$ cat config.mk
export PLATFORM = sky130hd
export DESIGN_NAME = dma_ram_rd_stream_flat
export DESIGN_NICKNAME = d
export VERILOG_FILES = /design/src/rtl/dma_ram_pkg.sv /design/src/rtl/dma_ram_rd_stream_if.sv /design/src/rtl/dma_ram_rd_stream.sv /design/src/flat_wrapper.sv
export SDC_FILE = /design/constraint.sdc
export NUM_CORES = 1
export LEC_CHECK = 0
export CAP_MARGIN = 20
export CORE_AREA = 4 4 240 242
export CTS_BUF_LIST = sky130_fd_sc_hd__clkbuf_16
export DETAILED_ROUTE_END_ITERATION = 10
export DIE_AREA = 0 0 244 246
export MAX_ROUTING_LAYER = met4
export PLACE_DENSITY = 0.62
export SLEW_MARGIN = 20
export SYNTH_ARGS = -nofsm -noshare
export SYNTH_HDL_FRONTEND = slang
export SYNTH_SLANG_ARGS = --single-unit
$ cat constraint.sdc
create_clock -name clk -period 2.9 [get_ports clk]
set_clock_uncertainty 0.15 [all_clocks]
set_input_delay 0.435 -clock clk [delete_from_list [all_inputs] [get_ports clk]]
set_output_delay 0.435 -clock clk [all_outputs]
set_load 0.01 [all_outputs]
$ cat src/rtl/dma_ram_pkg.sv
// Shared types and helpers for the RAM-to-stream read DMA: FSM state encoding,
// row-size arithmetic and the final-beat byte-keep mask.
package dma_ram_pkg;

  typedef enum logic [1:0] {
    IDLE  = 2'd0,
    ISSUE = 2'd1,
    DRAIN = 2'd2
  } state_t;

  // Widest row (all segments side by side, in bytes) the keep helper can describe.
  localparam int unsigned KEEP_MAX = 512;

  function automatic int unsigned row_bytes(input int unsigned seg_count,
                                            input int unsigned seg_be_width);
    return seg_count * seg_be_width;
  endfunction

  // Keep mask for the last beat: low `rem` bytes, or the whole row when rem is zero.
  function automatic logic [KEEP_MAX-1:0] final_keep(input int unsigned rem,
                                                     input int unsigned nbytes);
    int unsigned n;
    logic [KEEP_MAX-1:0] k;
    n = (rem == 0) ? nbytes : rem;
    k = '0;
    for (int unsigned i = 0; i < KEEP_MAX; i++) k[i] = (i < n);
    return k;
  endfunction

endpackage

$ cat src/rtl/dma_ram_rd_stream_if.sv
// Bus bundle for dma_ram_rd_stream: command input, segmented RAM read port and
// AXI-Stream output. The slave modport is the DMA engine's view; master is its environment.
interface dma_ram_rd_stream_if #(
  parameter int SIZE           = 4096,
  parameter int SEG_COUNT      = 2,
  parameter int SEG_DATA_WIDTH = 128,
  parameter int SEG_BE_WIDTH   = SEG_DATA_WIDTH / 8,
  parameter int SEG_ADDR_WIDTH = $clog2(SIZE / (SEG_COUNT * SEG_BE_WIDTH)),
  parameter int LEN_WIDTH      = 16,
  parameter int TAG_WIDTH      = 8,
  parameter int RAM_ADDR_WIDTH = SEG_ADDR_WIDTH + $clog2(SEG_COUNT * SEG_BE_WIDTH)
);

  logic [RAM_ADDR_WIDTH-1:0]             s_cmd_addr;
  logic [LEN_WIDTH-1:0]                  s_cmd_len;
  logic [TAG_WIDTH-1:0]                  s_cmd_tag;
  logic                                  s_cmd_valid;
  logic                                  s_cmd_ready;

  logic [SEG_COUNT*SEG_ADDR_WIDTH-1:0]   ram_rd_cmd_addr;
  logic [SEG_COUNT-1:0]                  ram_rd_cmd_valid;
  logic [SEG_COUNT-1:0]                  ram_rd_cmd_ready;
  logic [SEG_COUNT*SEG_DATA_WIDTH-1:0]   ram_rd_resp_data;
  logic [SEG_COUNT-1:0]                  ram_rd_resp_valid;
  logic [SEG_COUNT-1:0]                  ram_rd_resp_ready;

  logic [SEG_COUNT*SEG_DATA_WIDTH-1:0]   m_axis_tdata;
  logic [SEG_COUNT*SEG_BE_WIDTH-1:0]     m_axis_tkeep;
  logic                                  m_axis_tvalid;
  logic                                  m_axis_tready;
  logic                                  m_axis_tlast;
  logic [TAG_WIDTH-1:0]                  m_axis_tid;

  modport slave (
    input  s_cmd_addr, s_cmd_len, s_cmd_tag, s_cmd_valid,
    output s_cmd_ready,
    output ram_rd_cmd_addr, ram_rd_cmd_valid,
    input  ram_rd_cmd_ready,
    input  ram_rd_resp_data, ram_rd_resp_valid,
    output ram_rd_resp_ready,
    output m_axis_tdata, m_axis_tkeep, m_axis_tvalid, m_axis_tlast, m_axis_tid,
    input  m_axis_tready
  );

  modport master (
    output s_cmd_addr, s_cmd_len, s_cmd_tag, s_cmd_valid,
    input  s_cmd_ready,
    input  ram_rd_cmd_addr, ram_rd_cmd_valid,
    output ram_rd_cmd_ready,
    output ram_rd_resp_data, ram_rd_resp_valid,
    input  ram_rd_resp_ready,
    input  m_axis_tdata, m_axis_tkeep, m_axis_tvalid, m_axis_tlast, m_axis_tid,
    output m_axis_tready
  );

endinterface

$ cat src/rtl/dma_ram_rd_stream.sv
// Reads a byte range from a segmented RAM row by row and streams it out on AXI-Stream.
// Define DMA_RAM_RD_STREAM_STATUS_EN to add the done_valid/done_tag completion strobe.
module dma_ram_rd_stream
  import dma_ram_pkg::*;
#(
  parameter int SIZE            = 4096,
  parameter int SEG_COUNT       = 2,
  parameter int SEG_DATA_WIDTH  = 128,
  parameter int SEG_BE_WIDTH    = SEG_DATA_WIDTH / 8,
  parameter int SEG_ADDR_WIDTH  = $clog2(SIZE / (SEG_COUNT * SEG_BE_WIDTH)),
  parameter int LEN_WIDTH       = 16,
  parameter int TAG_WIDTH       = 8,
  parameter int MAX_OUTSTANDING = 4
) (
  input  logic                 clk,
  input  logic                 rst_n,
  dma_ram_rd_stream_if.slave   bus
`ifdef DMA_RAM_RD_STREAM_STATUS_EN
  ,
  output logic                 done_valid,
  output logic [TAG_WIDTH-1:0] done_tag
`endif
);

  localparam int unsigned ROW_BYTES = row_bytes(SEG_COUNT, SEG_BE_WIDTH);
  localparam int ROW_SHIFT = $clog2(ROW_BYTES);
  localparam int KEEP_W    = SEG_COUNT * SEG_BE_WIDTH;
  localparam int DATA_W    = SEG_COUNT * SEG_DATA_WIDTH;
  localparam int OUT_W     = $clog2(MAX_OUTSTANDING + 1);

  state_t                    state_q, state_d;
  logic [SEG_ADDR_WIDTH-1:0] row_q, row_d;
  logic [LEN_WIDTH-1:0]      issue_left_q, issue_left_d;
  logic [LEN_WIDTH-1:0]      beats_left_q, beats_left_d;
  logic [TAG_WIDTH-1:0]      tag_q, tag_d;
  logic [ROW_SHIFT-1:0]      rem_q, rem_d;
  logic [SEG_COUNT-1:0]      seg_done_q, seg_done_d;
  logic [OUT_W-1:0]          outst_q, outst_d;
  logic [DATA_W-1:0]         tdata_q, tdata_d;
  logic [KEEP_W-1:0]         tkeep_q, tkeep_d;
  logic                      tlast_q, tlast_d;
  logic                      tvalid_q, tvalid_d;
  logic [TAG_WIDTH-1:0]      tid_q, tid_d;

  logic [SEG_COUNT-1:0]      cmd_valid;
  logic [SEG_COUNT-1:0]      seg_hs;
  logic                      row_issue;
  logic                      resp_pop;
  logic                      beat_accept;
  logic                      is_last;

  // NOTE: every signal assigned here gets a default first so no path leaves it
  // unassigned; otherwise synthesis infers a latch.
  always_comb begin
    state_d      = state_q;
    row_d        = row_q;
    issue_left_d = issue_left_q;
    beats_left_d = beats_left_q;
    tag_d        = tag_q;
    rem_d        = rem_q;
    seg_done_d   = seg_done_q;
    outst_d      = outst_q;
    tdata_d      = tdata_q;
    tkeep_d      = tkeep_q;
    tlast_d      = tlast_q;
    tvalid_d     = tvalid_q;
    tid_d        = tid_q;
    cmd_valid    = '0;

    // Segments that already took the current row stay quiet until the others catch up.
    if (state_q == ISSUE && outst_q != OUT_W'(MAX_OUTSTANDING)) cmd_valid = ~seg_done_q;
    seg_hs      = cmd_valid & bus.ram_rd_cmd_ready;
    row_issue   = (state_q == ISSUE) && (&(seg_done_q | seg_hs));
    beat_accept = tvalid_q && bus.m_axis_tready;
    resp_pop    = (state_q != IDLE) && (&bus.ram_rd_resp_valid) &&
                  (!tvalid_q || bus.m_axis_tready);
    is_last     = (beats_left_q == LEN_WIDTH'(1));

    unique case (state_q)
      IDLE: begin
        if (bus.s_cmd_valid && bus.s_cmd_len != '0) begin
          row_d        = SEG_ADDR_WIDTH'(bus.s_cmd_addr >> ROW_SHIFT);
          issue_left_d = LEN_WIDTH'(bus.s_cmd_len >> ROW_SHIFT) +
                         LEN_WIDTH'(|bus.s_cmd_len[ROW_SHIFT-1:0]);
          beats_left_d = LEN_WIDTH'(bus.s_cmd_len >> ROW_SHIFT) +
                         LEN_WIDTH'(|bus.s_cmd_len[ROW_SHIFT-1:0]);
          rem_d        = bus.s_cmd_len[ROW_SHIFT-1:0];
          tag_d        = bus.s_cmd_tag;
          seg_done_d   = '0;
          state_d      = ISSUE;
        end
      end
      ISSUE: begin
        if (row_issue) begin
          row_d        = row_q + SEG_ADDR_WIDTH'(1);
          issue_left_d = issue_left_q - LEN_WIDTH'(1);
          seg_done_d   = '0;
          if (issue_left_q == LEN_WIDTH'(1)) state_d = DRAIN;
        end else begin
          seg_done_d = seg_done_q | seg_hs;
        end
      end
      DRAIN: begin
        if (beat_accept && tlast_q) state_d = IDLE;
      end
      default: state_d = IDLE;
    endcase

    if (resp_pop) begin
      tdata_d      = bus.ram_rd_resp_data;
      tkeep_d      = is_last ? KEEP_W'(final_keep(32'(rem_q), ROW_BYTES)) : '1;
      tlast_d      = is_last;
      tid_d        = tag_q;
      tvalid_d     = 1'b1;
      beats_left_d = beats_left_q - LEN_WIDTH'(1);
    end else if (beat_accept) begin
      tvalid_d = 1'b0;
    end

    unique case ({row_issue, resp_pop})
      2'b10:   outst_d = outst_q + OUT_W'(1);
      2'b01:   outst_d = outst_q - OUT_W'(1);
      default: outst_d = outst_q;
    endcase
  end

  // NOTE: state registers use non-blocking assignments so every flop samples the
  // pre-edge value of its neighbours, matching real hardware.
  // NOTE: the wide output data register is reset too: it is a single beat, not a
  // memory array, and the stream must read as zero straight out of reset.
  always_ff @(posedge clk or negedge rst_n) begin
    if (!rst_n) begin
      state_q      <= IDLE;
      row_q        <= '0;
      issue_left_q <= '0;
      beats_left_q <= '0;
      tag_q        <= '0;
      rem_q        <= '0;
      seg_done_q   <= '0;
      outst_q      <= '0;
      tdata_q      <= '0;
      tkeep_q      <= '0;
      tlast_q      <= 1'b0;
      tvalid_q     <= 1'b0;
      tid_q        <= '0;
    end else begin
      state_q      <= state_d;
      row_q        <= row_d;
      issue_left_q <= issue_left_d;
      beats_left_q <= beats_left_d;
      tag_q        <= tag_d;
      rem_q        <= rem_d;
      seg_done_q   <= seg_done_d;
      outst_q      <= outst_d;
      tdata_q      <= tdata_d;
      tkeep_q      <= tkeep_d;
      tlast_q      <= tlast_d;
      tvalid_q     <= tvalid_d;
      tid_q        <= tid_d;
    end
  end

  assign bus.s_cmd_ready       = (state_q == IDLE);
  assign bus.ram_rd_cmd_addr   = {SEG_COUNT{row_q}};
  assign bus.ram_rd_cmd_valid  = cmd_valid;
  assign bus.ram_rd_resp_ready = {SEG_COUNT{resp_pop}};
  assign bus.m_axis_tdata      = tdata_q;
  assign bus.m_axis_tkeep      = tkeep_q;
  assign bus.m_axis_tvalid     = tvalid_q;
  assign bus.m_axis_tlast      = tlast_q;
  assign bus.m_axis_tid        = tid_q;

`ifdef DMA_RAM_RD_STREAM_STATUS_EN
  logic cmd_zero;
  // A zero-length command completes on acceptance; the tag comes straight from the command.
  assign cmd_zero   = (state_q == IDLE) && bus.s_cmd_valid && (bus.s_cmd_len == '0);
  assign done_valid = (beat_accept && tlast_q) || cmd_zero;
  assign done_tag   = (state_q == IDLE) ? bus.s_cmd_tag : tag_q;
`endif

endmodule

$ cat src/flat_wrapper.sv
// flat-port wrapper written by rule: the top's interface ports become plain ports
module dma_ram_rd_stream_flat import dma_ram_pkg::*;
#(
  parameter int SIZE            = 4096,
  parameter int SEG_COUNT       = 2,
  parameter int SEG_DATA_WIDTH  = 128,
  parameter int SEG_BE_WIDTH    = SEG_DATA_WIDTH / 8,
  parameter int SEG_ADDR_WIDTH  = $clog2(SIZE / (SEG_COUNT * SEG_BE_WIDTH)),
  parameter int LEN_WIDTH       = 16,
  parameter int TAG_WIDTH       = 8,
  parameter int MAX_OUTSTANDING = 4
)
  (clk, rst_n, bus_s_cmd_addr, bus_s_cmd_len, bus_s_cmd_tag, bus_s_cmd_valid, bus_s_cmd_ready, bus_ram_rd_cmd_addr, bus_ram_rd_cmd_valid, bus_ram_rd_cmd_ready, bus_ram_rd_resp_data, bus_ram_rd_resp_valid, bus_ram_rd_resp_ready, bus_m_axis_tdata, bus_m_axis_tkeep, bus_m_axis_tvalid, bus_m_axis_tlast, bus_m_axis_tid, bus_m_axis_tready);
  dma_ram_rd_stream_if #(.SIZE(SIZE), .SEG_COUNT(SEG_COUNT), .SEG_DATA_WIDTH(SEG_DATA_WIDTH), .LEN_WIDTH(LEN_WIDTH), .TAG_WIDTH(TAG_WIDTH), .SEG_BE_WIDTH(SEG_BE_WIDTH), .SEG_ADDR_WIDTH(SEG_ADDR_WIDTH)) bus_i ();
  input  logic clk;
  input  logic rst_n;
  input wire logic [$bits(bus_i.s_cmd_addr)-1:0] bus_s_cmd_addr;
  input wire logic [$bits(bus_i.s_cmd_len)-1:0] bus_s_cmd_len;
  input wire logic [$bits(bus_i.s_cmd_tag)-1:0] bus_s_cmd_tag;
  input wire logic [$bits(bus_i.s_cmd_valid)-1:0] bus_s_cmd_valid;
  output wire logic [$bits(bus_i.s_cmd_ready)-1:0] bus_s_cmd_ready;
  output wire logic [$bits(bus_i.ram_rd_cmd_addr)-1:0] bus_ram_rd_cmd_addr;
  output wire logic [$bits(bus_i.ram_rd_cmd_valid)-1:0] bus_ram_rd_cmd_valid;
  input wire logic [$bits(bus_i.ram_rd_cmd_ready)-1:0] bus_ram_rd_cmd_ready;
  input wire logic [$bits(bus_i.ram_rd_resp_data)-1:0] bus_ram_rd_resp_data;
  input wire logic [$bits(bus_i.ram_rd_resp_valid)-1:0] bus_ram_rd_resp_valid;
  output wire logic [$bits(bus_i.ram_rd_resp_ready)-1:0] bus_ram_rd_resp_ready;
  output wire logic [$bits(bus_i.m_axis_tdata)-1:0] bus_m_axis_tdata;
  output wire logic [$bits(bus_i.m_axis_tkeep)-1:0] bus_m_axis_tkeep;
  output wire logic [$bits(bus_i.m_axis_tvalid)-1:0] bus_m_axis_tvalid;
  output wire logic [$bits(bus_i.m_axis_tlast)-1:0] bus_m_axis_tlast;
  output wire logic [$bits(bus_i.m_axis_tid)-1:0] bus_m_axis_tid;
  input wire logic [$bits(bus_i.m_axis_tready)-1:0] bus_m_axis_tready;
  assign bus_i.s_cmd_addr = bus_s_cmd_addr;
  assign bus_i.s_cmd_len = bus_s_cmd_len;
  assign bus_i.s_cmd_tag = bus_s_cmd_tag;
  assign bus_i.s_cmd_valid = bus_s_cmd_valid;
  assign bus_s_cmd_ready = bus_i.s_cmd_ready;
  assign bus_ram_rd_cmd_addr = bus_i.ram_rd_cmd_addr;
  assign bus_ram_rd_cmd_valid = bus_i.ram_rd_cmd_valid;
  assign bus_i.ram_rd_cmd_ready = bus_ram_rd_cmd_ready;
  assign bus_i.ram_rd_resp_data = bus_ram_rd_resp_data;
  assign bus_i.ram_rd_resp_valid = bus_ram_rd_resp_valid;
  assign bus_ram_rd_resp_ready = bus_i.ram_rd_resp_ready;
  assign bus_m_axis_tdata = bus_i.m_axis_tdata;
  assign bus_m_axis_tkeep = bus_i.m_axis_tkeep;
  assign bus_m_axis_tvalid = bus_i.m_axis_tvalid;
  assign bus_m_axis_tlast = bus_i.m_axis_tlast;
  assign bus_m_axis_tid = bus_i.m_axis_tid;
  assign bus_i.m_axis_tready = bus_m_axis_tready;
  dma_ram_rd_stream #(.SIZE(SIZE), .SEG_COUNT(SEG_COUNT), .SEG_DATA_WIDTH(SEG_DATA_WIDTH), .SEG_BE_WIDTH(SEG_BE_WIDTH), .SEG_ADDR_WIDTH(SEG_ADDR_WIDTH), .LEN_WIDTH(LEN_WIDTH), .TAG_WIDTH(TAG_WIDTH), .MAX_OUTSTANDING(MAX_OUTSTANDING)) u_core (.clk(clk), .rst_n(rst_n), .bus(bus_i));
endmodule
; After elaboration in Yosys (flattened, before gate mapping)
; Index checks and enable logic that the tools add are counted.
[totals]
regBits = 357
input_bits = 300
out_inout_bits = 317
elab_cells = 113
[classes]
add_sub_neg = 6
magnitude_cmp = 32
n_eq_ne = 11
mux = 22
n_bitwise = 3
n_reduce_logical = 26
[ops]
columns = op, count
row1 = < comparator 5 x 32 -> 1 bit (first input constant), 16
row2 = < comparator 4 x 32 -> 1 bit (first input constant), 8
row3 = < comparator 3 x 32 -> 1 bit (first input constant), 4
row4 = < comparator 1 x 32 -> 1 bit (first input constant), 2
row5 = < comparator 2 x 32 -> 1 bit (first input constant), 2
row6 = 2-to-1 mux 16 bit, 4
row7 = == test 16 x 1 -> 1 bit (second input constant), 2
row8 = 2-to-1 mux 32 bit, 1
row9 = one-hot mux 16 bit (2 select lines), 1
row10 = subtractor 16 x 1 -> 16 bit (second input constant), 2
row11 = nonzero test 16 bit, 1
row12 = 2-to-1 mux 2 bit, 7
row13 = 2-to-1 mux 7 bit, 2
row14 = one-hot mux 7 bit (2 select lines), 1
row15 = adder 11 x 1 -> 12 bit, 1
row16 = nonzero test 2 bit, 6
row17 = AND reduction 2 bit, 5
row18 = adder 7 x 1 -> 7 bit (second input constant), 1
row19 = logical AND 1 bit, 7
row20 = 2-to-1 mux 6 bit, 1
row21 = != test 2 x 1 -> 1 bit (second input constant), 3
row22 = one-hot mux 2 bit (3 select lines), 1
row23 = one-hot mux 3 bit (2 select lines), 1
row24 = logical NOT 5 bit, 1
row25 = 17 further kinds, 20

; Longest topological paths before layout
; Gate-level depths: netlist of run 1.
[logic_depth]
ltp_word = 9
depth_mapped = 11
ltp_nobuf = 9

; Least setup slack after synthesis of run 1
; Ideal clock, no wire load.
[synth_timing]
path_type = reg2reg
startpoint = register u_core.tvalid_q (netlist: u_core.bus.m_axis_tvalid)
endpoint = register u_core.outst_q[1]
setup_time_ns = 0.125
arrival_ns = 2.384
required_time_ns = 2.625
slack_ns = 0.241
stages_incl_launch_ff = 10
n_path_buf = 3
path_cell_list = dfrtp_1 -> nor2b_1 -> or2_1 -> buf_2 -> inv_2 -> buf_2 -> clkbuf_1 -> ha_1 -> fa_1 -> mux2_2
[synth_between]
elab_chain_len = 5
[synth_lines]
columns = element, line_no
row1 = start: declaration, dma_ram_rd_stream.sv:42  ; logic tvalid_q, tvalid_d;
row2 = start signal: assignment, dma_ram_rd_stream.sv:158  ; tvalid_q <= tvalid_d;
row3 = logical NOT 1 bit *, dma_ram_rd_stream.sv:76  ; (!tvalid_q || bus.m_axis_tready);
row4 = logical OR 1 bit *, dma_ram_rd_stream.sv:76
row5 = logical AND 1 bit *, dma_ram_rd_stream.sv:75  ; resp_pop = (state_q != IDLE) && (&bus.ram_rd_resp_valid) &&
row6 = named net u_core.resp_pop, dma_ram_rd_stream.sv:48  ; logic resp_pop;
row7 = == test 2 x 1 -> 1 bit or == test 2 bit (tied branches), dma_ram_rd_stream.sv:120  ; unique case ({row_issue, resp_pop})
row8 = one-hot mux 3 bit (2 select lines) *, dma_ram_rd_stream.sv:120
row9 = named net u_core.outst_d[1], dma_ram_rd_stream.sv:38  ; logic [OUT_W-1:0] outst_q, outst_d;
row10 = end signal: assignment, dma_ram_rd_stream.sv:154  ; outst_q <= outst_d;
row11 = end: declaration, dma_ram_rd_stream.sv:38
; Mark *: on every way through the listed nets, which the timed path passes. The rest lies on a longest branch.
; A chain may end at the register's enable or synchronous reset.

; Worst setup path in the final report of run 1
[layout_timing]
startpoint = register u_core.tvalid_q (netlist: u_core.bus.m_axis_tvalid)
endpoint = output bus_ram_rd_resp_ready[1]
[layout_between]
elab_chain_len = 3
[layout_lines]
columns = element, line_no
row1 = logical NOT 1 bit, dma_ram_rd_stream.sv:76
row2 = logical OR 1 bit, dma_ram_rd_stream.sv:76
row3 = logical AND 1 bit, dma_ram_rd_stream.sv:75
row4 = end: declaration, flat_wrapper.sv:27  ; output wire logic [$bits(bus_i.ram_rd_resp_ready)-1:0] bus_ram_rd_resp_ready;
; No other way between the ends.

==> impl_metrics.py, run 1 <==
metrics = {
    "sta": {
        "setup_tns_ns": 0,
        "rsz0062_at_grt": "no",
        "max_freq_ghz": 0.359,
        "period_share_pct": 96.1,
        "fin_crit_ns": 2.79,
        "finalHoldViolations": 0,
        "drv_slew": 0,
        "finalSetupViolations": 0,
        "slew_headroom_pct": 43.4,
        "tightest_slew_ns": 0.847,
    },
    "worst_setup_path": {
        "critPathCaptureType": "output pin",
        "max_stage_delay_ns": 0.57,
        "r2r_cells": 6,
        "start_kind": "flip-flop",
        "cp.required_ns": 2.32,
        "crit_path_cell_trace": "nor2b_1 > or2_4 > inv_12 > clkdlybuf4s50_1",
        "cp_top_family": "buffers and inverters",
        "crit_buf_inv": 2,
        "path_max_fanout": 16,
        "path_depth": 4,
        "criticalPathCategory": "reg2out",
        "cpMaxStageDelayCell": "clkdlybuf4s50_1",
        "cp.arrival_ns": 2.20,
    },
    "route": {
        "wire_per_inst_um": 17.3,
        "routed_via_density": 4.43,
        "antenna_left": 0,
        "route.detailed.drc": 0,
        "dr.pass1.iters": 5,
        "drt_iter0_markers": 891,
        "drt_wl_total_mm": 52.5,
        "num_vias": 13500,
    },
    "clocking": {
        "cts_root_buf": "clkbuf_16",
        "cts_tree": "done",
        "clkTransAtPathRegs_ns": 0.06,
        "htreeDepth": 2,
        "numCtsBuffers": 41,
        "postCtsSetupBuffers": 0,
        "cts_sinks": 357,
        "insertion_delay_ns": 0.55,
        "cts_buffer_depth": 3,
    },
    "synthesis": {
        "ys.warnings.count": 0,
        "synth-main-ff-cell": "dfrtp_1",
        "yosysSeqAreaShare_pct": 60.8,
        "synth_top_area_cell": "dfrtp_1",
        "yosysTopAreaCellShare_pct": 60.8,
        "synth_area_leaders": "dfrtp_1, nand2_1, nor2_1",
        "ys_async_sr_fraction_pct": 100,
        "ys_seq_elements": 357,
        "synthesis.nets": 1961,
        "ys_types": 66,
        "avgSynthCellArea_sq_um": 8.90,
        "syn_area_sq_mm": 0.0147,
        "netlist_instances": 1652,
        "synth_edf_count": 0,
    },
    "global_route": {
        "antenna_found_initial": 5,
        "grt_pass1_wl_mm": 80.1,
        "grt_max_degree": 95,
        "grt_pass1_vias": 13900,
        "track_usage_pct": 17.3,
        "grt_overflow_total": 0,
    },
    "final_layout": {
        "layout.nets": 2564,
        "multiInputGateArea_sq_mm": 0.00533,
        "fill_cells": 5346,
        "layout_common_cells": "nand2_1, clkdlybuf4s50_1, dfrtp_1",
        "area_growth_pct": 57.3,
        "regArea_sq_mm": 0.00894,
        "drive_gt1_share_pct": 5.20,
        "final_common_cell": "nand2_1",
    },
    "run_status": {
        "status": "completed",
    },
    "pwr": {
        "power_uw": 18800,
        "ir_drop_uv": 497,
        "p_leak_uw": 0.0107,
        "power_per_cell_area_mw_per_mm2": 815,
    },
    "place": {
        "port_buffers": 611,
        "dp_hpwl_mm": 38.7,
        "gp_congestion": 0.845,
    },
    "job": {
        "cap_violations": 0,
    },
    "floorplan": {
        "rows": 86,
        "dieWidth_um": 244,
        "start_util_pct": 26.7,
        "die-height_um": 246,
        "core_area_sq_mm": 0.0551,
        "ioPinCount": 617,
        "dieArea_sq_mm": 0.0600,
    },
    "min_path": {
        "hold_class": "in2reg",
        "min_path_cells": 3,
    },
}
-- layout make-up --
cell class	count	area share [%]
multi-input cells	1193	23.0
diodes	5	0.0541
inverters	7	0.168
clock inverters	33	0.839
flip-flops and latches	357	38.6
clock buffers	43	4.65
well taps	748	4.05
repair buffers	655	28.6
-- worst paths after layout --
path                                                      to                      from  slack (ns)
worst max-delay path                bus_ram_rd_resp_ready[1]  u_core.bus.m_axis_tvalid        0.11
worst min-delay path             u_core.bus.m_axis_tdata[99]  bus_ram_rd_resp_data[99]        0.25
worst max register to register  u_core.bus.m_axis_tdata[216]         u_core.state_q[0]        0.41
worst min register to register      u_core.bus.m_axis_tid[6]           u_core.tag_q[6]        0.32
max in group asynchronous       u_core.bus.m_axis_tdata[181]                     rst_n        1.46
min in group asynchronous        u_core.bus.m_axis_tdata[20]                     rst_n        0.34
-- worst reg2reg max path, stage by stage, from the launching register on --
cell and delay, ns:
dfrtp_2 0.44, o211ai_1 0.29, or2_4 0.30, buf_4 0.35
buf_4 0.61, nand2_1 0.17, nand2_1 0.10
-- metrics by stage --
step	worst slack, ns	hold WS [ns]	std cells	area (sq um)	util (%)
detailed placement	0.0924	0.309	2959	21800	39.6
global placement	0.133	0.302	2959	21800	39.6
finish	0.112	0.250	3041	23100	42.0
floorplan	0.241	-0.0106	1652	14700	-
CTS	0.00710	0.211	3036	23100	41.9
global route	0.00163	0.229	3041	23100	42.0
-- logic make-up after synthesis --
group / share of synthesized area, %
simple gates: 29.0
flops: 60.8
compound gates: 4.85
buf+inv: 3.16
xor+xnor: 0.894
fa+ha+maj: 0.817
mux: 0.494
-- cell usage after synthesis (all sizes together) (2+ instances only) --
cell type and number:
inv 7, a221oi 2, and4 2, buf 40
nand2 865, nor4b 4, or3 7, nand3b 2
nor2b 3, o22ai 5, and3 3, a221o 2
dfrtp 357, nor2 69, mux2 2, o221a 2
mux2i 5, a21oi 39, a311oi 2, xnor2 6
clkbuf 55, nand4 9, o311ai 5, nand2b 3
xor2 9, or4 8, o211ai 10, a31oi 7
a21o 3, or2 3, a32oi 2, and2 3
nor3 27, nor4 13, ha 8, o31ai 2
o21ai 18, nand3 28
-- state kept, by name, summed over array words and instances (netlist names) --
name,count
u_core.row_q,7
u_core.tag_q,8
u_core.rem_q,5
u_core.bus.m_axis_tvalid,1
u_core.state_q,2
u_core.bus.m_axis_tkeep,32
u_core.bus.m_axis_tdata,256
u_core.bus.m_axis_tid,8
u_core.beats_left_q,16
u_core.bus.m_axis_tlast,1
u_core.outst_q,3
u_core.seg_done_q,2
u_core.issue_left_q,16
-- layer usage --
metal	vias up	track usage, %	part of all wire, %
met3	87	5.49	8.4
met2	535	28.4	49
met5	-	-	0
li1	6484	-	-
met1	6359	20.2	40
met4	0	5.57	3.0
-- timing repair --
action,4_1_cts,5_1_grt
gates resized for setup,1,2
endpoints found under the setup margin,2,2
endpoints found under the hold margin,65,0
hold buffers,1,0
-- power breakdown --
part | internal (uW) | switching (uW)
sequential | 6330 | 1010
combinational | 3370 | 3200
clock | 2850 | 2090
No activity file was read; power rests on OpenSTA's default activity.
==> run 2: changes to the inputs <==
CAP_MARGIN = 10   (was 20)
==> results of run 2 <==
The final DEF is identical to that of run 1; final timing and power are the same.
